**config.mk**
```make
export PLATFORM = sky130hd
export DESIGN_NAME = vic_irq_src
export DESIGN_NICKNAME = d
export VERILOG_FILES = /design/src/rtl/vic_pkg.sv /design/src/rtl/vic_prio_enc.sv /design/src/rtl/vic_irq_src.sv
export SDC_FILE = /design/constraint.sdc
export NUM_CORES = 1
export LEC_CHECK = 0
export BUFFER_PORTS_ARGS = -buffer_cell sky130_fd_sc_hd__buf_4
export CORE_MARGIN = 4
export CORE_UTILIZATION = 35
export CTS_BUF_LIST = sky130_fd_sc_hd__clkbuf_4
export DETAILED_ROUTE_END_ITERATION = 10
export SLEW_MARGIN = 0
export SYNTH_ARGS = -nofsm -noshare
export SYNTH_HDL_FRONTEND = slang
export SYNTH_SLANG_ARGS = --single-unit
```
**constraint.sdc**
```tcl
create_clock -name clk -period 1.9 [get_ports clk]
set_input_delay 0 -clock clk [delete_from_list [all_inputs] [get_ports clk]]
set_output_delay 0 -clock clk [all_outputs]
set_load 0.03 [all_outputs]
```
**src/rtl/vic_pkg.sv**
```systemverilog
// Shared types and constants for the VIC interrupt-source block.
package vic_pkg;

  localparam int MAX_SRC    = 32;
  localparam int ISR_ADDR_W = $clog2(MAX_SRC);

  typedef enum logic [1:0] {
    IDLE,
    REQ,
    SERVICE
  } state_t;

  // Index width for n sources; never narrower than 1 bit.
  function automatic int idx_width(input int n);
    return (n > 1) ? $clog2(n) : 1;
  endfunction

endpackage

```
**src/rtl/vic_prio_enc.sv**
```systemverilog
// Circular priority encoder: first set bit of eligible at or after start, wrapping at N_SRC.
module vic_prio_enc
  import vic_pkg::*;
#(
  parameter int N_SRC = 8,
  parameter int IDX_W = idx_width(N_SRC)
) (
  input  logic [N_SRC-1:0] eligible,
  input  logic [IDX_W-1:0] start,
  output logic             valid,
  output logic [IDX_W-1:0] winner
);

  always_comb begin : search
    int k;
    k      = 0;
    valid  = 1'b0;
    winner = '0;
    for (int i = 0; i < N_SRC; i++) begin
      k = int'(start) + i;
      if (k >= N_SRC) k = k - N_SRC;
      if (!valid && eligible[k]) begin
        valid  = 1'b1;
        winner = IDX_W'(k);
      end
    end
  end

endmodule

```
**src/rtl/vic_irq_src.sv**
```systemverilog
// VIC interrupt-source front end: edge capture, masking, prioritized non-nested grants.
// Define VIC_RR_PRIO_EN for round-robin priority; otherwise lowest index wins.
module vic_irq_src
  import vic_pkg::*;
#(
  parameter int N_SRC    = 8,
  parameter int VEC_BASE = 0
) (
  input  logic                  clk,
  input  logic                  rst,
  input  logic [N_SRC-1:0]      i_irq_src,
  input  logic [N_SRC-1:0]      i_irq_en,
  input  logic                  i_gie,
  input  logic                  i_reti,
  output logic                  o_IRQ,
  output logic [ISR_ADDR_W-1:0] o_ISR_addr,
  output logic [N_SRC-1:0]      o_pending,
  output logic                  o_busy
);

  localparam int IDX_W = idx_width(N_SRC);

  state_t                  state_reg;
  logic [N_SRC-1:0]        src_q_reg;
  logic [N_SRC-1:0]        pending_reg;
  logic                    irq_reg;
  logic                    busy_reg;
  logic [ISR_ADDR_W-1:0]   addr_reg;

  logic [N_SRC-1:0]        eligible;
  logic [N_SRC-1:0]        edge_det;
  logic [N_SRC-1:0]        clr_mask;
  logic [IDX_W-1:0]        start_ptr;
  logic                    enc_valid;
  logic [IDX_W-1:0]        winner;
  logic                    grant_ok;
  logic [ISR_ADDR_W-1:0]   vec_next;

  assign eligible = pending_reg & i_irq_en;
  assign edge_det = i_irq_src & ~src_q_reg;

  // A grant is only ever issued from IDLE or at the end-of-ISR pulse in SERVICE.
  assign grant_ok = i_gie & enc_valid &
                    ((state_reg == IDLE) | ((state_reg == SERVICE) & i_reti));

  assign vec_next = ISR_ADDR_W'(VEC_BASE) + ISR_ADDR_W'(winner);

  always_comb begin
    clr_mask = '0;
    if (grant_ok) clr_mask = N_SRC'(1) << winner;
  end

  vic_prio_enc #(
    .N_SRC (N_SRC),
    .IDX_W (IDX_W)
  ) u_prio (
    .eligible (eligible),
    .start    (start_ptr),
    .valid    (enc_valid),
    .winner   (winner)
  );

`ifdef VIC_RR_PRIO_EN
  logic [IDX_W-1:0] rr_ptr_reg;

  always_ff @(posedge clk or negedge rst) begin
    if (!rst) begin
      rr_ptr_reg <= '0;
    end else if (grant_ok) begin
      rr_ptr_reg <= (winner == IDX_W'(N_SRC - 1)) ? '0 : winner + 1'b1;
    end
  end

  assign start_ptr = rr_ptr_reg;
`else
  assign start_ptr = '0;
`endif

  always_ff @(posedge clk or negedge rst) begin
    if (!rst) begin
      state_reg   <= IDLE;
      src_q_reg   <= '0;
      pending_reg <= '0;
      irq_reg     <= 1'b0;
      busy_reg    <= 1'b0;
      addr_reg    <= '0;
    end else begin
      src_q_reg   <= i_irq_src;
      // New edges are OR-ed in last so a re-trigger on the granted source survives.
      pending_reg <= (pending_reg & ~clr_mask) | edge_det;
      case (state_reg)
        IDLE: begin
          if (grant_ok) begin
            state_reg <= REQ;
            irq_reg   <= 1'b1;
            busy_reg  <= 1'b1;
            addr_reg  <= vec_next;
          end
        end
        REQ: begin
          state_reg <= SERVICE;
          irq_reg   <= 1'b0;
        end
        SERVICE: begin
          if (grant_ok) begin
            state_reg <= REQ;
            irq_reg   <= 1'b1;
            addr_reg  <= vec_next;
          end else if (i_reti) begin
            state_reg <= IDLE;
            busy_reg  <= 1'b0;
          end
        end
        default: begin
          state_reg <= IDLE;
          irq_reg   <= 1'b0;
          busy_reg  <= 1'b0;
        end
      endcase
    end
  end

  assign o_IRQ      = irq_reg;
  assign o_busy     = busy_reg;
  assign o_ISR_addr = addr_reg;
  assign o_pending  = pending_reg;

endmodule

```
After elaboration in Yosys (flattened, before gate mapping)
Index checks and enable logic that the tools add are counted.
Storage, ports and cells
  flip-flop bits (word level): 23
  bits of input ports: 20
  output and inout bits: 15
  word-level logic and storage cells: 69
Operators by class
  equality and inequality tests: 7
  shift operators: 1
  mux-type cells: 25
  bitwise gates (word level): 11
  reduce and logical (&&, ||, !) cells: 19
Operators with widths (number)
  8-bit bitwise AND: 3
  8-bit NOT: 2
  1-bit 2-to-1 mux: 13
  3-bit 2-to-1 mux: 4
  2-bit 2-to-1 mux: 5
  8-bit 2-to-1 mux: 1
  8-bit OR: 1
  1-bit by 3-bit << shifter with 8-bit output (first input constant): 1
  1-bit logical AND: 7
  1-bit logical NOT: 7
  2-bit != test (second input constant): 3
  2-bit one-hot mux with 3 select lines: 1
  2-bit AND reduction: 2
  4-bit AND reduction: 1
  1-bit bitwise AND: 3
  3-bit != test (second input constant): 1
  1-bit one-hot mux with 3 select lines: 1
  2-bit by 1-bit equality test with 1-bit output (second input constant): 1
  2-bit equality test (second input constant): 1
  2-bit logical NOT: 1
  2-bit by 1-bit != test with 1-bit output (second input constant): 1
  2-bit OR reduction: 1
  1-bit NOT: 1
  1-bit OR: 1

Depth between registers and ports, before layout
Gate-level depths: netlist of run 1.
  depth after elaboration: 29
  depth in mapped cells: 4
  mapped depth without buffers: 4

Modules after synthesis
A second synthesis of run 1 with hierarchy kept.
Unflattened totals
  cell total of the unflattened synthesis: 186
  area, all modules: 1926.8 µm²
By module, submodules not included
  vic_prio_enc: instances 1, cells an instance 105, area each 980.9 µm², sequential area each 0.0 µm²
  vic_irq_src: instances 1, cells an instance 81, area each 945.9 µm², sequential area each 575.6 µm²

Worst setup path before layout of run 1
No wires, ideal clock.
  path type: reg2reg
  start point: reg pending_reg[1] (netlist: o_pending[1])
  end point: reg pending_reg[4] (netlist: o_pending[4])
  library setup time: 126 ps
  arrival time: 1420 ps
  required time: 1774 ps
  path slack: 354 ps
  stages on the path, launching flop included: 5
  buffers on the path: 0
  period minus slack after synthesis: 1546 ps
  path through: dfrtp_1 a22oi_4 nand2_4 o31a_1 a221o_1
On the way
  word-level cells in the longest chain between the ends: 27
  elaborated cells on any way between the ends: 35
  classes of those cells: shift (1); mux (15); bitwise (6); reduce/logical (13)
Ends and longest elaborated chain
  start: declaration: RTL line vic_irq_src.sv:25  | logic [N_SRC-1:0] pending_reg;
  start signal: assignment: RTL line vic_irq_src.sv:90  | pending_reg <= (pending_reg & ~clr_mask) | edge_det;
  8-bit bitwise AND *: RTL line vic_irq_src.sv:39  | assign eligible = pending_reg & i_irq_en;
  1-bit logical AND *: RTL line vic_prio_enc.sv:22  | if (!valid && eligible[k]) begin
  1-bit 2-to-1 mux: RTL line vic_prio_enc.sv:22
  1-bit logical NOT: RTL line vic_prio_enc.sv:22
  1-bit logical AND: RTL line vic_prio_enc.sv:22
  1-bit 2-to-1 mux: RTL line vic_prio_enc.sv:22
  1-bit logical NOT: RTL line vic_prio_enc.sv:22
  1-bit logical AND: RTL line vic_prio_enc.sv:22
  [10 not listed]
  1-bit logical NOT: RTL line vic_prio_enc.sv:22
  1-bit logical AND: RTL line vic_prio_enc.sv:22
  1-bit 2-to-1 mux: RTL line vic_prio_enc.sv:22
  1-bit bitwise AND (2 in a row): RTL line vic_irq_src.sv:43  | assign grant_ok = i_gie & enc_valid &
  8-bit 2-to-1 mux *: RTL line vic_irq_src.sv:50  | if (grant_ok) clr_mask = N_SRC'(1) << winner;
  8-bit NOT *: RTL line vic_irq_src.sv:90
  8-bit bitwise AND *: RTL line vic_irq_src.sv:90
  8-bit OR *: RTL line vic_irq_src.sv:90
Mark *: on every way between the ends. The rest lies on a longest branch, timed or not.
A chain may end at the register's enable or synchronous reset.

Worst setup path after layout of run 1
  start point: reg pending_reg[4] (netlist: o_pending[4])
  end point: reg addr_reg[0] (netlist: o_ISR_addr[0])
On the way
  word-level cells in the longest chain between the ends: 15
  elaborated cells on any way between the ends: 19
  classes of those cells: mux (8); bitwise (3); reduce/logical (8)
Ends and longest elaborated chain
  8-bit bitwise AND *: RTL line vic_irq_src.sv:39
  1-bit logical AND *: RTL line vic_prio_enc.sv:22
  1-bit 2-to-1 mux: RTL line vic_prio_enc.sv:22
  1-bit logical NOT: RTL line vic_prio_enc.sv:22
  1-bit logical AND: RTL line vic_prio_enc.sv:22
  1-bit 2-to-1 mux: RTL line vic_prio_enc.sv:22
  1-bit logical NOT: RTL line vic_prio_enc.sv:22
  1-bit logical AND: RTL line vic_prio_enc.sv:22
  1-bit 2-to-1 mux: RTL line vic_prio_enc.sv:22
  1-bit logical NOT: RTL line vic_prio_enc.sv:22
  1-bit logical AND: RTL line vic_prio_enc.sv:22
  1-bit 2-to-1 mux: RTL line vic_prio_enc.sv:22
  1-bit bitwise AND (2 in a row): RTL line vic_irq_src.sv:43
  2-bit AND reduction (no line)
  end signal: assignment: RTL line vic_irq_src.sv:97  | addr_reg <= vec_next;
  end signal: assignment: RTL line vic_irq_src.sv:108  | addr_reg <= vec_next;
  end: declaration: RTL line vic_irq_src.sv:28  | logic [ISR_ADDR_W-1:0] addr_reg;
Marks and branches as above.

==> impl_metrics.toml, run 1 <==
[yosys]
synth_ff_type = "dfrtp_1"
synth_top_family_by_area = "compound AO/OA/AOI/OAI gates"
syn_inst = 94
muxShareOfSynthArea_pct = 0.9390
synth_edf_count = 0
yosysWarnings = 0
synthDistinctLibCells = 34
async_reset_ff_share_pct = 100.0
synth_area_sq_um = 1066
synth_fa_ha_area_share_pct = 0
avgSynthCellArea_sq_um = 11.34
ys_seq_elements = 23
synth_xor_area_share_pct = 0
yosys.area_share.simple_pct = 13.15
synth-compound-area-share_pct = 27.00
seq_area_frac_synth_pct = 53.99

[pwr]
powerDensity_nw_per_um2 = 913.5
p_leak_nw = 0.6724
ir_worst_vdd_v = 0.0004475

[detailed_routing]
wl_per_cell_um = 13.50
wl_met2_um = 1079
wl_met1_um = 1068
initialDrtViolationCount = 19
finalWirelength_um = 2295
vias = 865
drc = 0
wl_met3_um = 107
postRouteAntennaNets = 0
vias_per_cell = 5.088
top_layer = "met4"
drt_first_pass_iters = 4

[sta]
finalMaxSlewViolations = 0
layout_min_cycle_time_ns = 1.559
grt_setup_unrepaired = "no"
clock.fmax_mhz = 641.5
finalSetupTns_ns = 0
fin_crit_sh_pct = 82.04
setup_viol = 0
finalHoldViolations = 0
clock_skew_ns = 0.007888

[grt]
antenna_found_initial = 0
grt_pass1_vias = 842
grt-ovfl-total = 0
grt_pass1_wl_um = 3939
grt_max_degree = 24
gr-usage-all-layers_pct = 12.41

[worst_hold_path]
min_path_type = "in2reg"

[job]
drv_cap = 0

[floorplan]
fp.dieW_um = 63.19
num_rows = 19
start_util_pct = 37.68
dieArea_sq_um = 3993
core_sq_um = 2829
die_y_um = 63.19
io_pins = 35

[clock_tree]
clockBufferDepth = 2
postCtsSetupRepairBufs = 0
cts_tree = "yes"
cts_buffers = 3
ctsHtreeMaxLevel = 1
clk_latency_ns = 0.32
clock-sinks = 23
path_clk_slew_ns = 0.13
cts_root_buf = "clkbuf_4"

[worst_setup_path]
start_kind = "flip-flop"
crit_chain = "a22oi_1 -> nand4_1 -> and2_4 -> o22a_1"
critPathLaunch = "o_pending[4]$_DFF_PN0_"
r2r_cells = 4
cpMaxStageDelayCell = "dfrtp_1"
r2r_start = "o_pending[4]$_DFF_PN0_"
end_kind = "flip-flop"
cp_max_fo = 5
cp_data_required_time_ns = 2.12
crit_type = "reg2reg"
cp-endpoint = "o_ISR_addr[0]$_DFFE_PN0P_"
reg2reg_to = "o_ISR_addr[0]$_DFFE_PN0P_"
cpPeakStageDelay_ns = 0.45
worstPathArrival_ns = 1.78
r2r_slack_ns = 0.34

[placed_design]
place.port_buffers = 32
dp.final_hpwl_um = 1829
gp_congestion = 0.7724

[cells_and_area]
layout_common_cells = "32 x buf_4, 23 x dfrtp_1, 10 x dlygate4sd3_1, 9 x inv_1, 7 x o21ai_0"
fill_cells = 270
areaGrowthSynthToFinish_pct = 37.09
drive_gt1_share_pct = 32.37
num_antenna_cells = 0
utilization_pct = 51.66
final_nets = 160
final_common_cell = "buf_4"

[status]
status = "complete, no violations"
-- how the worst min path moves through the flow --
stage | start | to | slack (ns) | cells after the start
after floorplan | rst | o_IRQ$_DFFE_PN0P_ | -0.30 | 0
after global placement | rst | o_pending[0]$_DFF_PN0_ | -0.09 | 1
after detailed placement | rst | src_q_reg[0]$_DFF_PN0_ | -0.09 | 1
after CTS | i_irq_en[6] | o_pending[6]$_DFF_PN0_ | 0.009 | 4
after global routing | i_irq_en[6] | o_pending[6]$_DFF_PN0_ | 0.05 | 4
final | i_irq_en[6] | o_pending[6]$_DFF_PN0_ | 0.01 | 4
-- kinds of logic (layout without fill, tap and decap cells) --
| family | count (synthesis) | after routing |
|---|---|---|
| muxes | 1 | 1 |
| other | 1 | 2 |
| DFF | 23 | 23 |
| and+or+nand+nor | 23 | 23 |
| AOI/OAI and AO/OA | 35 | 35 |
| buffers and inverters | 11 | 55 |
-- through the flow --
step	power, mW	setup WS (ns)	area, sq um	hold slack, ns	std cells
2_1_floorplan	0.9201	0.3539	1070	-0.2956	95
3_3_place_gp	1.102	0.3639	1334	-0.09038	156
3_5_place_dp	1.105	0.3536	1334	-0.08811	156
4_1_cts	1.352	0.3460	1461	0.009031	170
5_1_grt	1.414	0.2118	1461	0.04960	170
6_report	1.335	0.3412	1461	0.009652	170
-- report_power, final --
group / internal [mW] / total, mW / switching (mW)
clock: 0.0789 / 0.231 / 0.152
sequential: 0.563 / 0.627 / 0.0638
combinational: 0.207 / 0.477 / 0.270
total: 0.849 / 1.34 / 0.486
-- worst max-delay path: cells and delay by family (launching register included) --
family | cells | cell delay, ns
AO/OA/AOI/OAI | 2 | 0.58
AND/OR/NAND/NOR | 2 | 0.44
flip-flops | 1 | 0.45
-- routing by layer --
metal  vias up  track usage, %
li1        434               -
met1       405           17.59
met2        21           18.45
met3         5           2.664
met4         0           4.852
met5         -               0
-- what timing repair did --
item / CTS / global route
hold buffers: 10 / 0
hold endpoints to repair: 37 / 0
gates resized for setup: 0 / 0
-- cells in the mapped netlist (all sizes together), types with 2 or more instances --
| library cell | count | area share, % |
|---|---|---|
| a22oi | 4 | 5.4 |
| o41ai | 3 | 2.5 |
| a21boi | 2 | 1.4 |
| a221o | 2 | 1.9 |
| o21ai | 8 | 4.1 |
| nor2b | 3 | 1.8 |
| buf | 2 | 1.4 |
| a2bb2oi | 2 | 1.6 |
| o31a | 2 | 1.6 |
| nand2 | 7 | 3.2 |
| and2 | 4 | 2.7 |
| a21oi | 5 | 2.3 |
| nand2b | 2 | 1.2 |
| inv | 9 | 3.2 |
| nand4 | 3 | 1.8 |
| dfrtp | 23 | 54 |
-- cell type report --
cell class | instances | area, sq um | area share, %
clock buffers | 3 | 22.52 | 1.541
clock inverters | 1 | 5.005 | 0.3425
inverters | 9 | 33.78 | 2.312
multi-input cells | 61 | 445.4 | 30.48
flip-flops and latches | 23 | 575.6 | 39.38
well taps | 31 | 38.79 | 2.654
repair buffers | 42 | 340.3 | 23.29
Power figures use the tool's default switching activity.
==> run 2: changes to the inputs <==
clock period = 1.4 ns   (was 1.9 ns; I/O delays follow)
==> run 2 against run 1 <==
  * The flow now finishes with violations (negative setup slack)
  * Design area grew 15%
  * Utilization grew 7.6 points
  * Clock power grew 32%
  * Setup slack lost 0.38 ns
  * Hold slack gained 0.028 ns
  * Critical path type unchanged
  * Largest cell class unchanged
  * Largest power group is now combinational logic
==> impl_metrics.toml, run 2 (synthesis results as in run 1) <==
[cells_and_area]
fill_cells = 245
multi_input_area_sq_um = 511.7
fin_area_sq_um = 1675
final_common_cell = "buf_4"
layout_common_cells = "51 x buf_4, 19 x dfrtp_1, 10 x dlygate4sd3_1, 9 x inv_1"
layout.cells.non_filler = 189
drive_gt1_share_pct = 48.73
num_antenna_cells = 0
final_nets = 179
areaGrowthSynthToFinish_pct = 57.16
area.sequential_sq_um = 580.6

[placed_design]
dp_cells = 175
place_area_sq_um = 1486
gp_congestion = 0.8246
dp.final_hpwl_um = 2090
place.port_buffers = 32
post-place-ws_ns = -0.05507

[grt]
grt_pass1_wl_um = 4402
grt-ovfl-total = 0
grt_pass1_vias = 995
use_met2_pct = 23.58
grt.met3_usage_pct = 4.263
grt_util_met1_pct = 17.87
gr-usage-all-layers_pct = 14.09
top_usage_layer = "met2"
antenna_found_initial = 0
grt_max_degree = 24

[status]
violations = "negative setup slack"
status = "complete, but fails checks"

[pwr]
power_mw = 1.986
ir_worst_vdd_v = 0.0008133
p_leak_nw = 0.7820
powerDensity_nw_per_um2 = 1186

[worst_hold_path]
hold_end = "state_reg[1]$_DFFE_PN0P_"
hold_start = "i_reti"
min_path_type = "in2reg"
worstHoldPathCells = 3

[worst_setup_path]
cpMaxStageDelayCell = "dfrtp_2"
cpPeakStageDelay_ns = 0.45
crit_chain = "a22oi_4 -> nand2_4 -> o31a_1 -> a221o_1"
r2r_slack_ns = -0.03
r2r_cells = 4
r2r_start = "o_pending[1]$_DFF_PN0_"
crit_type = "reg2reg"
reg2reg_to = "o_pending[4]$_DFF_PN0_"
start_kind = "flip-flop"
cp_max_fo = 5
cp_data_required_time_ns = 1.61
worstPathArrival_ns = 1.64
end_kind = "flip-flop"

[clock_tree]
clk_latency_ns = 0.32
ctsHtreeMaxLevel = 1
cts_buffers = 3
path_clk_slew_ns = 0.13
cts_tree = "yes"
postCtsSetupRepairBufs = 0
clockBufferDepth = 2
cts_root_buf = "clkbuf_4"
clock-sinks = 23

[floorplan]
start_util_pct = 37.68
die_y_um = 63.19
fp.dieW_um = 63.19
core_sq_um = 2829
io_pins = 35
dieArea_sq_um = 3993
num_rows = 19

[detailed_routing]
initialDrtViolationCount = 31
drc = 0
drt_first_pass_iters = 4
finalWirelength_um = 2795
vias = 961
vias_per_cell = 5.085
wl_per_cell_um = 14.79
postRouteAntennaNets = 0

[job]
drv_cap = 0

[sta]
fin_ws_ns = -0.03395
grt_setup_unrepaired = "yes"
clock.fmax_mhz = 697.4
finalHoldViolations = 0
clock_skew_ns = 0.007667
finalMaxSlewViolations = 0
fin_crit_sh_pct = 102.4
layout_min_cycle_time_ns = 1.434
whs_ns = 0.03812
setup_viol = 4
run 2: cell types whose count changed in the layout (fill, tap and decap cells not counted), sizes merged:
cell and delta:
buf +19
run 2: layout make-up:
cell class / count / area share [%]
Sequential cell: 23 / 34.65
Multi-Input combinational cell: 61 / 30.55
Timing Repair Buffer: 61 / 28.83
Tap cell: 31 / 2.315
Inverter: 9 / 2.016
Clock buffer: 3 / 1.344
Clock inverter: 1 / 0.2987
run 2: worst max-delay path, delay by kind of cell (launching register included):
kind,cells,cell delay (ns)
flip-flops,1,0.45
AO/OA/AOI/OAI,3,0.76
AND/OR/NAND/NOR,1,0.11
run 2: where the power goes:
part / internal [mW] / switching (mW) / leakage, nW
Combinational: 0.401 / 0.441 / 0.518
Clock: 0.107 / 0.199 / 0.0177
Sequential: 0.768 / 0.0703 / 0.246
Total: 1.28 / 0.710 / 0.782
run 2: what timing repair did:
item	in CTS	in global routing
hold buffers	10	0
endpoints found under the setup margin	8	12
pin swaps	7	3
hold endpoints to repair	36	0
gates resized for setup	6	8
run 2: per-stage QoR:
step / setup TNS [ns] / util, %
finish: -0.1072 / 59.22
global route: -0.4720 / 59.22
CTS: -0.07156 / 58.16
detailed placement: -0.1895 / 52.54
global placement: -0.003931 / 52.54
floorplan: -0.2317 / -
run 2: worst max-delay path by stage:
stage	slack, ns	end	startpoint	cells past startpoint
floorplan	-0.10	o_pending[4]$_DFF_PN0_	o_pending[1]$_DFF_PN0_	4
global placement	-0.003	o_ISR_addr[0]$_DFFE_PN0P_	o_pending[1]$_DFF_PN0_	4
detailed placement	-0.06	o_ISR_addr[0]$_DFFE_PN0P_	o_pending[1]$_DFF_PN0_	4
CTS	-0.02	o_ISR_addr[0]$_DFFE_PN0P_	o_pending[1]$_DFF_PN0_	4
global route	-0.09	o_pending[5]$_DFF_PN0_	o_pending[1]$_DFF_PN0_	4
finish	-0.03	o_pending[4]$_DFF_PN0_	o_pending[1]$_DFF_PN0_	4
run 2: per-layer routing:
metal / wire length (um) / part of all wire [%]
met1: 1228 / 44
met2: 1390 / 50
met3: 157 / 5.6
met4: 18 / 0.64
met5: 0 / 0
==> run 3: changes to the inputs <==
RECOVER_POWER = 50   (was default)
==> run 3 against run 2 <==
  * Via count grew 0.10%
  * Clock skew hardly changed
  * Largest cell class unchanged
  * Clock-buffer cell count stayed put
  * Non-clock buffer count unchanged
  * The run still ends with negative setup slack left
==> impl_metrics.toml, run 3 (synthesis results as in run 1) <==
[status]
status = "complete, but fails checks"
violations = "negative setup slack"

[pwr]
power_frac_clock_pct = 15.4
swShare_pct = 35.73
seqPwrFrac_pct = 42.3
powerDensity_nw_per_um2 = 1186
p_switching_uw = 708.7
ir_worst_vdd_v = 0.0008122
p_comb_share_pct = 42.4
p_leak_nw = 0.7812
p_int_mw = 1.275

[worst_setup_path]
r2r_start = "o_pending[1]$_DFF_PN0_"
cp_data_required_time_ns = 1.60
r2r_slack_ns = -0.03
start_kind = "flip-flop"
worstPathArrival_ns = 1.64
cp_max_fo = 5
r2r_cells = 4
crit_type = "reg2reg"
critPathLaunch = "o_pending[1]$_DFF_PN0_"
reg2reg_to = "o_pending[4]$_DFF_PN0_"
end_kind = "flip-flop"

[cells_and_area]
layout_common_cells = "49 x buf_4, 19 x dfrtp_1, 10 x dlygate4sd3_1, 9 x inv_1"
drive_gt1_share_pct = 48.73
final_common_cell = "buf_4"
num_antenna_cells = 0
final_nets = 179
areaGrowthSynthToFinish_pct = 56.92
layout.cells.non_filler = 189

[clock_tree]
cts_tree = "yes"
ctsHtreeMaxLevel = 1
clock-sinks = 23
clk_latency_ns = 0.31
path_clk_slew_ns = 0.13
postCtsSetupRepairBufs = 0
cts_root_buf = "clkbuf_4"
cts_buffers = 3
clockBufferDepth = 2

[sta]
finalHoldViolations = 0
finalSetupTns_ns = -0.1130
clock_skew_ns = 0.008145
layout_min_cycle_time_ns = 1.434
fin_ws_ns = -0.03359
fin_crit_sh_pct = 102.4
setup_viol = 5
clock.fmax_mhz = 697.5
finalMaxSlewViolations = 0
grt_setup_unrepaired = "yes"
maxSlewHeadroom_pct = 62.36
worst_pin_slew_ns = 0.5647

[grt]
grt_pass1_wl_um = 4402
grt_pass1_vias = 995
grt-ovfl-total = 0
gr-usage-all-layers_pct = 14.09
antenna_found_initial = 0
grt_max_degree = 24

[detailed_routing]
drc = 0
vias_per_cell = 5.090
drt_first_pass_iters = 5
finalWirelength_um = 2781
wl_per_cell_um = 14.71
postRouteAntennaNets = 0
initialDrtViolationCount = 28
vias = 962

[floorplan]
io_pins = 35
num_rows = 19
dieArea_sq_um = 3993
start_util_pct = 37.68
core_sq_um = 2829
die_y_um = 63.19
fp.dieW_um = 63.19

[placed_design]
place.port_buffers = 32
post-place-ws_ns = -0.05507
gp_congestion = 0.8246
dp.final_hpwl_um = 2090
dp_cells = 175

[job]
drv_cap = 0

[worst_hold_path]
worstHoldPathCells = 3
hold_start = "i_reti"
hold_end = "state_reg[1]$_DFFE_PN0P_"
min_path_type = "in2reg"
## run 3: cell count changes in the layout (fill, tap and decap cells not counted)
cell      change
buf_4         -2
clkbuf_2      +1
clkbuf_4      +1
## run 3: metrics by stage
stage	utilization, %	hold slack [ns]	instance area (sq um)	total power [mW]
after floorplan	-	-0.2956	1080	1.255
after global placement	52.54	-0.08570	1486	1.607
after detailed placement	52.54	-0.08590	1486	1.614
after CTS	58.16	0.03038	1645	1.973
after global routing	59.13	0.04235	1673	2.111
final	59.13	0.04048	1673	1.983
## run 3: cell type report
type / count / area, sq um
multi-input combinational: 61 / 511.7
clock inverter: 1 / 5.005
tap: 31 / 38.79
inverter: 9 / 33.78
sequential: 23 / 580.6
fill: 246 / 1156
clock buffer: 3 / 22.52
timing repair buffer: 61 / 480.5
## run 3: metal layers
metal  GRT usage [%]  vias up  part of all wire [%]
li1                -      468                     -
met1           17.87      462                    43
met2           23.58       30                    50
met3           4.263        2                   6.0
met4           3.235        0                  0.61
met5               0        -                     0
## run 3: repair_timing
| action | 4_1_cts | 5_1_grt |
|---|---|---|
| setup endpoints to repair | 8 | 12 |
| hold buffers | 10 | 0 |
| resized for setup | 6 | 8 |
| hold endpoints to repair | 36 | 0 |
| pin swaps | 7 | 3 |
## run 3: power by group through the flow
stage | sequential (mW) | combinational, mW | clock [mW]
after global routing | 0.858 | 0.901 | 0.352
after global placement | 0.845 | 0.762 | 0
final | 0.839 | 0.840 | 0.305
after CTS | 0.837 | 0.811 | 0.325
after floorplan | 1.01 | 0.244 | 0
after detailed placement | 0.850 | 0.764 | 0
## run 3: how the worst max path moves through the flow
stage / endpoint / slack [ns] / depth (start not counted)
2_1_floorplan: o_pending[4]$_DFF_PN0_ / -0.10 / 4
3_3_place_gp: o_ISR_addr[0]$_DFFE_PN0P_ / -0.003 / 4
3_5_place_dp: o_ISR_addr[0]$_DFFE_PN0P_ / -0.06 / 4
4_1_cts: o_ISR_addr[0]$_DFFE_PN0P_ / -0.02 / 4
5_1_grt: o_pending[5]$_DFF_PN0_ / -0.09 / 4
6_report: o_pending[4]$_DFF_PN0_ / -0.03 / 4
## run 3: critical path, stage by stage (launching register included)
cell     delay (ns)
dfrtp_2        0.45
a22oi_4        0.26
nand2_4        0.11
o31a_1         0.24
a221o_1        0.26
